--- src/rtl/axis_256to512_packer.sv ---
// AXI4-Stream 256-to-512 width up-converter: pairs of input beats become one output beat.
// Define AXIS_UPCONV_SKID_EN to insert a two-entry input skid buffer with a registered in_TREADY.
module axis_256to512_packer #(
    parameter int C_WIDTH_TDATA = 256,
    parameter int C_WIDTH_TKEEP = C_WIDTH_TDATA / 8
) (
    input  logic                       clk,
    input  logic                       rst,
    input  logic                       in_TVALID,
    output logic                       in_TREADY,
    input  logic [C_WIDTH_TDATA-1:0]   in_TDATA,
    input  logic [C_WIDTH_TKEEP-1:0]   in_TKEEP,
    input  logic                       in_TLAST,
    output logic                       out_TVALID,
    input  logic                       out_TREADY,
    output logic [2*C_WIDTH_TDATA-1:0] out_TDATA,
    output logic [2*C_WIDTH_TKEEP-1:0] out_TKEEP,
    output logic                       out_TLAST
);

    typedef enum logic {S_LO, S_HI} state_t;

    state_t                     state_q, state_d;
    logic [C_WIDTH_TDATA-1:0]   lo_data_q, lo_data_d;
    logic [C_WIDTH_TKEEP-1:0]   lo_keep_q, lo_keep_d;
    logic                       out_valid_q, out_valid_d;
    logic [2*C_WIDTH_TDATA-1:0] out_data_q, out_data_d;
    logic [2*C_WIDTH_TKEEP-1:0] out_keep_q, out_keep_d;
    logic                       out_last_q, out_last_d;

    // Packer-side beat source: either the raw input or the skid head.
    logic                       pk_valid;
    logic [C_WIDTH_TDATA-1:0]   pk_data;
    logic [C_WIDTH_TKEEP-1:0]   pk_keep;
    logic                       pk_last;
    logic                       pk_fire;
    logic                       out_free;
    logic                       out_fire;

    assign out_free = !out_valid_q || out_TREADY;
    assign out_fire = out_valid_q && out_TREADY;
    assign pk_fire  = pk_valid && out_free;

`ifdef AXIS_UPCONV_SKID_EN
    logic [C_WIDTH_TDATA-1:0] skid_data_q [2];
    logic [C_WIDTH_TKEEP-1:0] skid_keep_q [2];
    logic                     skid_last_q [2];
    logic                     wr_ptr_q, wr_ptr_d;
    logic                     rd_ptr_q, rd_ptr_d;
    logic [1:0]               cnt_q, cnt_d;
    logic                     in_tready_q, in_tready_d;
    logic                     push;

    assign push      = in_TVALID && in_tready_q;
    assign in_TREADY = in_tready_q;
    assign pk_valid  = (cnt_q != 2'd0);
    assign pk_data   = skid_data_q[rd_ptr_q];
    assign pk_keep   = skid_keep_q[rd_ptr_q];
    assign pk_last   = skid_last_q[rd_ptr_q];

    always_comb begin
        wr_ptr_d    = wr_ptr_q ^ push;
        rd_ptr_d    = rd_ptr_q ^ pk_fire;
        cnt_d       = cnt_q + {1'b0, push} - {1'b0, pk_fire};
        // Ready looks at next occupancy so a push is never offered into a full skid.
        in_tready_d = (cnt_d != 2'd2);
    end

    always_ff @(posedge clk or negedge rst) begin
        if (!rst) begin
            wr_ptr_q    <= 1'b0;
            rd_ptr_q    <= 1'b0;
            cnt_q       <= 2'd0;
            in_tready_q <= 1'b0;
            for (int i = 0; i < 2; i++) begin
                skid_data_q[i] <= '0;
                skid_keep_q[i] <= '0;
                skid_last_q[i] <= 1'b0;
            end
        end else begin
            wr_ptr_q    <= wr_ptr_d;
            rd_ptr_q    <= rd_ptr_d;
            cnt_q       <= cnt_d;
            in_tready_q <= in_tready_d;
            if (push) begin
                skid_data_q[wr_ptr_q] <= in_TDATA;
                skid_keep_q[wr_ptr_q] <= in_TKEEP;
                skid_last_q[wr_ptr_q] <= in_TLAST;
            end
        end
    end
`else
    assign in_TREADY = rst && out_free;
    assign pk_valid  = in_TVALID;
    assign pk_data   = in_TDATA;
    assign pk_keep   = in_TKEEP;
    assign pk_last   = in_TLAST;
`endif

    always_comb begin
        state_d     = state_q;
        lo_data_d   = lo_data_q;
        lo_keep_d   = lo_keep_q;
        out_valid_d = out_fire ? 1'b0 : out_valid_q;
        out_data_d  = out_data_q;
        out_keep_d  = out_keep_q;
        out_last_d  = out_last_q;
        if (pk_fire) begin
            case (state_q)
                S_LO: begin
                    if (pk_last) begin
                        // Odd packet end: upper half zeroed rather than left stale.
                        out_valid_d = 1'b1;
                        out_data_d  = {{C_WIDTH_TDATA{1'b0}}, pk_data};
                        out_keep_d  = {{C_WIDTH_TKEEP{1'b0}}, pk_keep};
                        out_last_d  = 1'b1;
                    end else begin
                        lo_data_d = pk_data;
                        lo_keep_d = pk_keep;
                        state_d   = S_HI;
                    end
                end
                default: begin
                    out_valid_d = 1'b1;
                    out_data_d  = {pk_data, lo_data_q};
                    out_keep_d  = {pk_keep, lo_keep_q};
                    out_last_d  = pk_last;
                    state_d     = S_LO;
                end
            endcase
        end
    end

    always_ff @(posedge clk or negedge rst) begin
        if (!rst) begin
            state_q     <= S_LO;
            lo_data_q   <= '0;
            lo_keep_q   <= '0;
            out_valid_q <= 1'b0;
            out_data_q  <= '0;
            out_keep_q  <= '0;
            out_last_q  <= 1'b0;
        end else begin
            state_q     <= state_d;
            lo_data_q   <= lo_data_d;
            lo_keep_q   <= lo_keep_d;
            out_valid_q <= out_valid_d;
            out_data_q  <= out_data_d;
            out_keep_q  <= out_keep_d;
            out_last_q  <= out_last_d;
        end
    end

    assign out_TVALID = out_valid_q;
    assign out_TDATA  = out_data_q;
    assign out_TKEEP  = out_keep_q;
    assign out_TLAST  = out_last_q;

endmodule
--- config.mk ---
export PLATFORM = sky130hd
export DESIGN_NAME = axis_256to512_packer
export DESIGN_NICKNAME = d
export VERILOG_FILES = /design/src/rtl/axis_256to512_packer.sv
export SDC_FILE = /design/constraint.sdc
export NUM_CORES = 1
export LEC_CHECK = 0
export CORE_UTILIZATION = 25
export CTS_CLUSTER_DIAMETER = 60
export DETAILED_ROUTE_END_ITERATION = 12
export SYNTH_ARGS = -nofsm -noshare
export SYNTH_HDL_FRONTEND = slang
export SYNTH_SLANG_ARGS = --single-unit
--- constraint.sdc ---
create_clock -name clk -period 1.65 [get_ports clk]
set_input_delay 0.33 -clock clk [delete_from_list [all_inputs] [get_ports clk]]
set_output_delay 0.33 -clock clk [all_outputs]
set_load 0.02 [all_outputs]
==> reports/metrics.cfg <==
[clock_tree]
cts_num_sinks=867
htreeDepth=3
cts_tree=done
clk_path_buf_depth=3
clk_pin_slew_ns=0.06
clock_latency_ns=0.68
cts_made_buffers=102
cts_root_buf=clkbuf_16

[critical_path]
critical_path_class=reg -> reg
r2r_cells=8
arrival_ns=2.47
endpoint_kind=flop
crit_required_ns=2.20
critPathLaunchType=flop
path_max_fanout=7

[route]
wl_met3_mm=7.676
drt-initial-drc-count=1058
routed_wl_mm=122.1
dr_wl_met2_mm=61.68
met1_length_mm=48.92
post-route-drc-count=0
routed.top_layer=met5
ant_nets=0
dr.pass1.iters=5
via_per_inst=4.437
vias=24060
routedWlPerCell_um=22.52

[floorplan]
die_w_um=379.0
io_pins=872
fp.dieH_um=379.0
core_area_mm2=0.1402
fp-row-count=137
initial_core_util=0.2534
die_area_mm2=0.1437

[timing]
fin_ws_ns=-0.2745
tightest_slew_ns=0.7731
finalCritPeriodShare=1.166
grt_setup_unrepaired=yes
relSlewSlack=0.4846
fmax_mhz=519.6
clock_skew_ns=0.02191
timing.final.crit_period_ns=1.924
slew_violations=0
setup_tns_ns=-139.52
hold_viol_final=0
setup_viol=859

[yosys]
yosys.area.top_type_share=0.6105
synth_nets=2484
async_flop_share=1.000
synthTopCellsByCount=867 x dfrtp_1, 658 x mux2_2, 288 x a22o_1
muxShareOfSynthArea=0.2870
synth_ff_type=dfrtp_1
yosys.area_share.xor_xnor=0
synth_compound_area_frac=0.07140
yosysWarnings=0
syn_area_per_cell_um2=16.22
synthCells=2191
synth_edf_count=0
seq_area_frac_synth=0.6105
synth_top_area_cell=dfrtp_1
ys_ff_latch=867
yosys-top-cells-area=dfrtp_1 61%, mux2_2 21%, a22o_1 7.1%
synth_top_family_by_area=multiplexers
syn_area_mm2=0.03554
synth.distinct_cells=19
synth-simple-area-share=0.001549
yosys.area_share.adder=0
synth.most_common_cell=dfrtp_1

[power_and_ir_drop]
p_per_area_mw_per_mm2=1633
ir_drop_v=0.0008776
total_power_uw=86620
p_leak_uw=0.02487

[placement]
io_buffers=871
dpl-instance-area_mm2=0.04818
place.gp.congestion=0.8234
hpwl_mm=82.49
place_ws_ns=-0.6501

[global_routing]
gr-total-overflow=0
grt_pass1_wl_mm=168.8
first_global_vias=25190
antenna_found_initial=9
grt_max_degree=125
grt_usage=0.1566

[cells_and_area]
fill_cells=13490
final_area_mm2=0.05304
syn_to_final_growth_pct=49.26
layout-drive-gt1-share=0.5730
nets=3747

[outcome]
outcome=finished with violations
violations=setup timing

[worst_hold_path]
min_path_type=in -> async

[flow_run]
drv_cap=0

-- metal layers --
metal / vias to the layer above / track usage
met5: - / 0
met4: 10 / 0.05478
met3: 192 / 0.04399
met2: 748 / 0.2654
met1: 12460 / 0.1889
li1: 10650 / -
-- final timing paths --
path,from,end,slack (ns)
setup / recovery,state_q,out_TDATA[202],-0.27
hold / removal,rst,out_TDATA[215],0.29
setup reg to reg,state_q,out_TDATA[202],-0.27
hold reg to reg,out_TDATA[249],out_TDATA[249],0.48
max in group asynchronous,rst,out_TDATA[60],0.26
min in group clk,in_TDATA[124],out_TDATA[380],0.30
-- state kept, by name, indices dropped and copies added, names as in the netlist --
register and flops:
out_TKEEP 64, lo_data_q 256, out_TVALID 1, lo_keep_q 32, state_q 1, out_TLAST 1, out_TDATA 512
-- logic make-up after synthesis --
kind of cell,count (synthesis)
flops,867
compound gates,290
mux,864
simple gates,9
buf+inv,161
-- critical path, stage by stage (launching register included) --
cell and delay [ns]:
dfrtp_4 0.51, nor2_4 0.12, nand3b_1 0.16, buf_12 0.14
buf_12 0.14, buf_16 0.16, buf_12 0.12, buf_16 0.13
mux2_4 0.30
-- power by group --
group,total [uW],leakage [uW],internal (uW),switching (uW)
clock,23400,0.00174,13800,9570
sequential,32100,0.0106,28100,4030
combinational,31100,0.0125,16100,15000
total,86600,0.0249,58000,28600
-- what timing repair did --
| item | CTS | global route |
|---|---|---|
| gates resized for setup | 2904 | 146 |
| setup endpoints to repair | 1399 | 994 |
| pin swaps | 1 | 54 |
| setup buffers | 90 | 38 |
| cloned | 14 | 34 |
| hold endpoints to repair | 191 | 0 |
| hold buffers | 1 | 0 |
-- cells in the final DEF (no fill, tap or decap), types with 12 or more instances in the layout --
| master | n |
|---|---|
| dfrtp_1 | 856 |
| clkbuf_8 | 20 |
| buf_4 | 360 |
| buf_8 | 12 |
| a22o_1 | 288 |
| clkdlybuf4s50_1 | 291 |
| buf_2 | 348 |
| mux2_4 | 199 |
| clkbuf_1 | 22 |
| buf_16 | 29 |
| mux2_2 | 615 |
| clkinv_2 | 19 |
| buf_12 | 55 |
| buf_6 | 194 |
| mux2_1 | 50 |
| clkbuf_16 | 132 |
-- stage by stage --
stage | cells | hold slack [ns] | utilization
after floorplan | 2191 | 0.03441 | -
after global placement | 5052 | 0.3777 | 0.3436
after detailed placement | 5052 | 0.3799 | 0.3436
after CTS | 5350 | 0.1890 | 0.3662
after global routing | 5422 | 0.2422 | 0.3783
final | 5422 | 0.2891 | 0.3783
-- cell type report --
cell class	instances	area, um2	area share
clock buffers	145	2935	0.05534
well taps	1876	2347	0.04425
diodes	3	7.507	0.0001415
multi-input cells	1163	13100	0.2470
clock inverters	48	580.6	0.01095
inverters	1	3.754	0.00007077
flip-flops and latches	867	21710	0.4093
repair buffers	1319	12360	0.2330
Power figures use the tool's default switching activity.
